<file path="config.mk">
export PLATFORM = sky130hd
export DESIGN_NAME = elevator_status_display
export DESIGN_NICKNAME = d
export VERILOG_FILES = /design/src/rtl/elevator_status_display.sv
export SDC_FILE = /design/constraint.sdc
export NUM_CORES = 1
export LEC_CHECK = 0
export ABC_AREA = 1
export CAP_MARGIN = 20
export CORE_AREA = 2 2 69 71
export DETAILED_ROUTE_END_ITERATION = 7
export DIE_AREA = 0 0 71 73
export GPL_TIMING_DRIVEN = 0
export MAX_ROUTING_LAYER = met4
export PLACE_DENSITY = 0.78
export SKIP_LAST_GASP = 1
export SYNTH_ARGS = -nofsm -noshare
export SYNTH_HDL_FRONTEND = slang
export SYNTH_SLANG_ARGS = --single-unit
</file>
<file path="constraint.sdc">
create_clock -name clk -period 2.47 [get_ports clk]
set_input_delay 0.494 -clock clk [delete_from_list [all_inputs] [get_ports clk]]
set_output_delay 0.494 -clock clk [all_outputs]
set_load 0.02 [all_outputs]
</file>
<file path="src/rtl/elevator_status_display.sv">
// Registered seven-segment status panel: direction, floor and door message, plus arrival blink.
// Build option ELEV_STATUS_DISPLAY_BLINK_EN enables the arrival blink FSM and its tick counter.
module elevator_status_display #(
    parameter  int MAX_FLOOR     = 32,
    parameter  int TICK_DIV      = 12_500_000,
    parameter  int ARRIVE_BLINKS = 3,
    parameter  int LEAD_ZERO     = 1,
    localparam int FLOOR_W       = $clog2(MAX_FLOOR + 1)
) (
    input  logic               clk,
    input  logic               rst_n,
    input  logic [FLOOR_W-1:0] current_floor,
    input  logic [1:0]         report_dir,
    input  logic               door_open,
    output logic [6:0]         HEX7_O,
    output logic [6:0]         HEX6_O,
    output logic [6:0]         HEX5_O,
    output logic [6:0]         HEX4_O,
    output logic [6:0]         HEX3_O,
    output logic [6:0]         HEX2_O,
    output logic [6:0]         HEX1_O,
    output logic [6:0]         HEX0_O,
    output logic               arrived
);

    localparam logic [1:0] DIR_UP   = 2'b00;
    localparam logic [1:0] DIR_STOP = 2'b01;
    localparam logic [1:0] DIR_DOWN = 2'b10;

    localparam logic [6:0] SEG_U     = 7'b1000001;
    localparam logic [6:0] SEG_P     = 7'b0001100;
    localparam logic [6:0] SEG_D     = 7'b0100001;
    localparam logic [6:0] SEG_O     = 7'b1000000;
    localparam logic [6:0] SEG_W     = 7'b0010101;
    localparam logic [6:0] SEG_N     = 7'b0101011;
    localparam logic [6:0] SEG_S     = 7'b0010010;
    localparam logic [6:0] SEG_T     = 7'b0000111;
    localparam logic [6:0] SEG_E     = 7'b0000110;
    localparam logic [6:0] SEG_DASH  = 7'b0111111;
    localparam logic [6:0] SEG_BLANK = 7'b1111111;

    if (MAX_FLOOR < 1 || MAX_FLOOR > 99 || TICK_DIV < 2 ||
        ARRIVE_BLINKS < 1 || ARRIVE_BLINKS > 15) begin : g_param_check
        $error("elevator_status_display: parameter out of range");
    end

    function automatic logic [6:0] f_digit(input logic [3:0] d);
        case (d)
            4'd0:    f_digit = 7'b1000000;
            4'd1:    f_digit = 7'b1111001;
            4'd2:    f_digit = 7'b0100100;
            4'd3:    f_digit = 7'b0110000;
            4'd4:    f_digit = 7'b0011001;
            4'd5:    f_digit = 7'b0010010;
            4'd6:    f_digit = 7'b0000010;
            4'd7:    f_digit = 7'b1111000;
            4'd8:    f_digit = 7'b0000000;
            4'd9:    f_digit = 7'b0010000;
            default: f_digit = SEG_BLANK;
        endcase
    endfunction

    // Stage 1: input capture; the reserved direction code 11 is folded into STOP here.
    logic [FLOOR_W-1:0] r_floor;
    logic [1:0]         r_dir;
    logic [1:0]         r_dir_d;
    logic               r_door;

    always_ff @(posedge clk or negedge rst_n) begin
        if (!rst_n) begin
            r_floor <= '0;
            r_dir   <= DIR_STOP;
            r_dir_d <= DIR_STOP;
            r_door  <= 1'b0;
        end else begin
            r_floor <= current_floor;
            r_dir   <= (report_dir == 2'b11) ? DIR_STOP : report_dir;
            r_dir_d <= r_dir;
            r_door  <= door_open;
        end
    end

    logic w_moving;
    logic w_arrive;

    assign w_moving = (r_dir != DIR_STOP);
    assign w_arrive = (r_dir_d != DIR_STOP) && !w_moving;

    logic [6:0] w_floor7;
    logic [3:0] w_tens;
    logic [3:0] w_ones;
    logic       w_floor_ok;
    logic [6:0] w_floor_hex5;
    logic [6:0] w_floor_hex4;

    assign w_floor7   = 7'(r_floor);
    assign w_tens     = 4'(w_floor7 / 7'd10);
    assign w_ones     = 4'(w_floor7 % 7'd10);
    assign w_floor_ok = (w_floor7 != 7'd0) && (w_floor7 <= 7'(MAX_FLOOR));

    always_comb begin
        w_floor_hex5 = SEG_DASH;
        w_floor_hex4 = SEG_DASH;
        if (w_floor_ok) begin
            w_floor_hex5 = (w_floor7 < 7'd10 && LEAD_ZERO == 0) ? SEG_BLANK : f_digit(w_tens);
            w_floor_hex4 = f_digit(w_ones);
        end
    end

    logic [27:0] w_msg;

    always_comb begin
        w_msg = {4{SEG_BLANK}};
        if (r_dir == DIR_DOWN) begin
            w_msg = {SEG_D, SEG_O, SEG_W, SEG_N};
        end else if (r_dir == DIR_STOP) begin
            w_msg = r_door ? {SEG_O, SEG_P, SEG_E, SEG_N} : {SEG_S, SEG_T, SEG_O, SEG_P};
        end
    end

    // Stage 2: every digit except the floor pair, plus the arrival pulse.
    logic [6:0] r_hex7;
    logic [6:0] r_hex6;
    logic [6:0] r_hex5;
    logic [6:0] r_hex4;
    logic [6:0] r_hex3;
    logic [6:0] r_hex2;
    logic [6:0] r_hex1;
    logic [6:0] r_hex0;
    logic       r_arrived;

    always_ff @(posedge clk or negedge rst_n) begin
        if (!rst_n) begin
            r_hex7    <= SEG_BLANK;
            r_hex6    <= SEG_BLANK;
            r_hex3    <= SEG_BLANK;
            r_hex2    <= SEG_BLANK;
            r_hex1    <= SEG_BLANK;
            r_hex0    <= SEG_BLANK;
            r_arrived <= 1'b0;
        end else begin
            r_hex7    <= (r_dir == DIR_UP) ? SEG_U : SEG_BLANK;
            r_hex6    <= (r_dir == DIR_UP) ? SEG_P : SEG_BLANK;
            {r_hex3, r_hex2, r_hex1, r_hex0} <= w_msg;
            r_arrived <= w_arrive;
        end
    end

`ifdef ELEV_STATUS_DISPLAY_BLINK_EN
    localparam int TICK_W = $clog2(TICK_DIV);

    typedef enum logic [1:0] {
        ST_IDLE   = 2'd0,
        ST_BL_OFF = 2'd1,
        ST_BL_ON  = 2'd2
    } blink_state_t;

    blink_state_t      r_state;
    logic [3:0]        r_pairs;
    logic [TICK_W-1:0] r_tick_cnt;
    logic              w_tick;

    assign w_tick = (r_tick_cnt == TICK_W'(TICK_DIV - 1));

    // The floor pair is owned by the blink FSM so the blank lands on the same edge as the state change.
    always_ff @(posedge clk or negedge rst_n) begin
        if (!rst_n) begin
            r_state    <= ST_IDLE;
            r_pairs    <= 4'd0;
            r_tick_cnt <= '0;
            r_hex5     <= SEG_BLANK;
            r_hex4     <= SEG_BLANK;
        end else begin
            if (w_arrive || w_tick) begin
                r_tick_cnt <= '0;
            end else begin
                r_tick_cnt <= r_tick_cnt + TICK_W'(1);
            end
            r_hex5 <= w_floor_hex5;
            r_hex4 <= w_floor_hex4;
            if (w_moving) begin
                r_state <= ST_IDLE;
            end else if (w_arrive) begin
                r_state <= ST_BL_OFF;
                r_pairs <= 4'(ARRIVE_BLINKS);
                r_hex5  <= SEG_BLANK;
                r_hex4  <= SEG_BLANK;
            end else begin
                case (r_state)
                    ST_IDLE: begin
                        r_state <= ST_IDLE;
                    end
                    ST_BL_OFF: begin
                        if (w_tick) begin
                            r_state <= ST_BL_ON;
                        end else begin
                            r_hex5 <= SEG_BLANK;
                            r_hex4 <= SEG_BLANK;
                        end
                    end
                    ST_BL_ON: begin
                        if (w_tick) begin
                            if (r_pairs > 4'd1) begin
                                r_state <= ST_BL_OFF;
                                r_pairs <= r_pairs - 4'd1;
                                r_hex5  <= SEG_BLANK;
                                r_hex4  <= SEG_BLANK;
                            end else begin
                                r_state <= ST_IDLE;
                            end
                        end
                    end
                    default: begin
                        r_state <= ST_IDLE;
                    end
                endcase
            end
        end
    end
`else
    always_ff @(posedge clk or negedge rst_n) begin
        if (!rst_n) begin
            r_hex5 <= SEG_BLANK;
            r_hex4 <= SEG_BLANK;
        end else begin
            r_hex5 <= w_floor_hex5;
            r_hex4 <= w_floor_hex4;
        end
    end
`endif

    assign HEX7_O  = r_hex7;
    assign HEX6_O  = r_hex6;
    assign HEX5_O  = r_hex5;
    assign HEX4_O  = r_hex4;
    assign HEX3_O  = r_hex3;
    assign HEX2_O  = r_hex2;
    assign HEX1_O  = r_hex1;
    assign HEX0_O  = r_hex0;
    assign arrived = r_arrived;

endmodule

</file>
==> impl_results.md <==
* Status: completed
* Post-Synthesis Cell Area at 1906 um2
* GP Congestion at 0.7214
* Share of layout cells above drive strength 1 at 37.55%
* Psw at 0.5333 mW
* Compound-cell area share of the yosys netlist at 2.889%
* Final period util at 94.36%
* Largest stage delay on the critical path at 450 ps
* Die H at 73 um
* Clock sink count at 33
* Sw frac at 30.21%
* Measured slew at the worst slew-check pin at 749.7 ps
* Worst-skew pair later-pin latency at 280 ps
* Final setup fails at 0
* Number of global-route vias before repair at 1312
* I/O pins at 68
* DIE AREA at 5183 um2
* Clk pwr share at 29.6%
* Routed vias at 1440
* DR DRC count at 0
* Worst path top cell family by delay: simple AND/OR/NAND/NOR gates
* Critical path buffer and inverter count at 4
* Hold wc startpoint: r_dir[0]
* Placed Cells incl. Taps at 317
* Starting Density at 42.01%
* Critical Path Start Type: flop
* Relative slew slack at 49.86%
* Maximum root-to-sink buffer count at 2
* Final critical-path required period at 2331 ps
* Die X-Extent at 71 um
* Post-synthesis xor/xnor area fraction at 0.4596%
* Comb pwr share at 33.6%
* Cell Pwr Density at 626.8 nW/um2
* First-pass GRT wire length at 5416 um
* Crit-path max FO at 6
* Pins Over Slew Limit at 0
* Synth Register Bits at 33
* CTS Buf Count at 5
* Core ar. at 4536 um2
* CP Cell Sequence: inv_2 > nand2_1 > nand2_2 > nand3_4 > nand2_4 > nand2_4 > nand2_1 > inv_2 > ha_1 > inv_2 > nand3_4 > nand3_4 > nand2_1 > nand2_2 > ha_1 > inv_1 > nand2_2 > nand3_1 > nand3_1
* Multiplexer share of the synthesized area at 0%
* Post-DP HPWL at 2649 um
* Post-Syn Area per Cell at 9.722 um2
* Layout net count at 301
* Simple-gate share of the synthesized area at 22.52%
* Ys Warns at 0
* Post-Synthesis Cells at 196
* Setup Crit Path Kind: reg2reg
* Final setup margin at 139.3 ps
* Port bufs at 62
* Filler cells at 366
* Sequential share of the synthesized area at 44.85%
* DR pass1 iterations at 4
* Largest family of logic cells by synthesized area: simple AND/OR/NAND/NOR gates
* H-tree Lvls at 2
* TNS Setup at 0 ps
* Pint at 1.232 mW
* Row cnt at 25
* Global-route usage over all layers at 13.93%
* Crit-path slowest cell: dfrtp_2
* Max-cap violation count at 0
* Ant. Diodes at 0
* Clock slew at reported path FFs at 70 ps
* Seq pwr share at 36.8%
* Initial antenna violation count at 0
* Hold Fails Final Rpt at 0
* Area Overhead vs Synth at 47.80%
* Largest net degree at the start of global routing at 20
* Hold Buf Count CTS at 0
* Detailed-route wire length at 3431 um
* CTS tree: yes
* Synth Area in Adders at 9.192%
* Pre-CTS setup slack at -46.08 ps
* Worst path required time at 2660 ps
* Crit path from: r_floor[5]
* Reg2reg start: r_floor[5]
* Antenna Nets Post-Route at 0
* Non-Filler Instances at 331
* Average wire per cell in the routed design at 10.37 um
* Final Skew at 3.627 ps
* Critical Path AT at 2520 ps
* 1st-iter DRT viols at 49
* Clock root buffer: clkbuf_8
* Worst Setup End Kind: flop
* Drt via density at 4.350
* Leakage at 1.350 nW
* IR drop worst, VDD at 0.0003036 V
* Post-synth cell types at 25
* Hold WC Path Type: reg2reg
* GRT overflow at 0
* F_max at 0.4291 GHz
-- Yosys cell counts --
cell,count,area [um2]
nand2_4,7,78.83
nand3_2,1,10.01
a21boi_0,1,7.510
nand2_2,5,31.28
a21oi_2,1,8.760
dfstp_2,23,604.3
nand3_4,2,35.03
nand2_1,29,108.9
nand4_2,1,12.51
nand3_1,17,85.08
nor2_2,1,6.260
nor2_1,4,15.01
dfrtp_1,10,250.2
ha_1,14,175.2
buf_4,35,262.8
nand4_4,1,21.27
clkbuf_1,2,7.510
xor2_1,1,8.760
conb_1,1,3.750
nand4_1,4,25.02
inv_2,6,22.52
a21oi_1,4,20.02
inv_1,23,86.33
o21ai_0,2,10.01
o21ai_2,1,8.760
-- final timing paths --
check	to	slack (ps)	cells past startpoint
worst max-delay path	HEX4_O[3]	140	19
worst min-delay path	r_dir_d[0]	390	0
worst max register to register	HEX4_O[3]	140	19
worst min register to register	r_dir_d[0]	390	0
max in group asynchronous	HEX5_O[0]	1200	2
min in group asynchronous	r_floor[1]	660	1
-- per-stage QoR --
step                      util, %  hold slack [ps]  cell area, um2  power [mW]
final                       62.10            387.2            2816       1.765
after global routing        62.10            394.9            2816       1.859
after CTS                   60.94            387.3            2764       1.763
after detailed placement    58.12            378.1            2636       1.234
after global placement      57.52            375.0            2609       1.214
after floorplan                 -            198.4            1921       1.014
-- cell usage in the layout, fill, tap and decap left out --
cell type        count
inv_1               22
ha_1                14
clkbuf_1             3
nand4_4              1
inv_2                7
clkbuf_8             6
nand2_1             26
a21oi_1              4
dfrtp_1              9
conb_1               5
nand2_4              7
clkdlybuf4s50_1     62
nand4_1              4
nor2_1               3
nor2_2               2
nand3_4              3
dfstp_2             23
buf_4               41
nand4_2              1
a21boi_0             1
bufinv_16            1
xor2_1               1
o21ai_2              1
nand2_2              8
a21oi_2              1
o21ai_0              2
dfrtp_2              1
nand3_1             17
buf_16               1
-- power groups by stage --
stage / Clock, mW / Combinational, mW / Sequential [mW]
6_report: 0.523 / 0.593 / 0.650
3_3_place_gp: 0 / 0.558 / 0.656
2_1_floorplan: 0 / 0.301 / 0.713
4_1_cts: 0.532 / 0.580 / 0.651
3_5_place_dp: 0 / 0.574 / 0.659
5_1_grt: 0.563 / 0.639 / 0.656
-- cells by family (layout without fill, tap and decap cells) --
logic type	Yosys count	count (layout)
adders and majority gates	14	14
other	1	5
buffers and inverters	66	143
AOI/OAI and AO/OA	9	9
and+or+nand+nor	72	72
xor gates and xnor gates	1	1
DFF	33	33
-- worst register-to-register path: stages (launching register included) --
cell,delay [ps]
dfrtp_2,450
inv_2,80
nand2_1,70
nand2_2,120
nand3_4,90
nand2_4,100
nand2_4,60
nand2_1,80
inv_2,50
ha_1,200
inv_2,80
nand3_4,110
nand3_4,90
nand2_1,80
nand2_2,90
ha_1,230
inv_1,70
nand2_2,60
nand3_1,80
nand3_1,70
-- final cells by class --
| type | instances | area [um2] | area share [%] |
|---|---|---|---|
| timing repair buffer | 69 | 693.2 | 24.61 |
| tap | 54 | 67.56 | 2.399 |
| buffer | 37 | 270.3 | 9.596 |
| clock inverter | 1 | 30.03 | 1.066 |
| sequential | 33 | 855.8 | 30.39 |
| inverter | 29 | 108.9 | 3.865 |
| multi-input combinational | 101 | 704.4 | 25.01 |
| clock buffer | 7 | 86.33 | 3.065 |
-- layer usage --
layer  GRT usage [%]  vias to the layer above  part of all wire [%]
met5               -                        -                     0
met4           6.499                        0                   2.4
met3           5.939                       11                   9.7
met2           24.09                       67                    51
met1           13.53                      636                    36
li1                -                      726                     -
-- registers in the layout, summed over array words and instances, names as in the netlist --
signal,count
r_floor,6
HEX6_O,1
HEX1_O,4
arrived,1
HEX2_O,2
HEX5_O,7
HEX4_O,7
r_dir,2
r_door,1
r_dir_d,2
-- what timing repair did --
item | 4_1_cts | 5_1_grt
pin swaps | 1 | 6
buffers inserted | 1 | 5
gates resized for setup | 2 | 5
endpoints found under the setup margin | 4 | 6
Power figures use the tool's default switching activity.
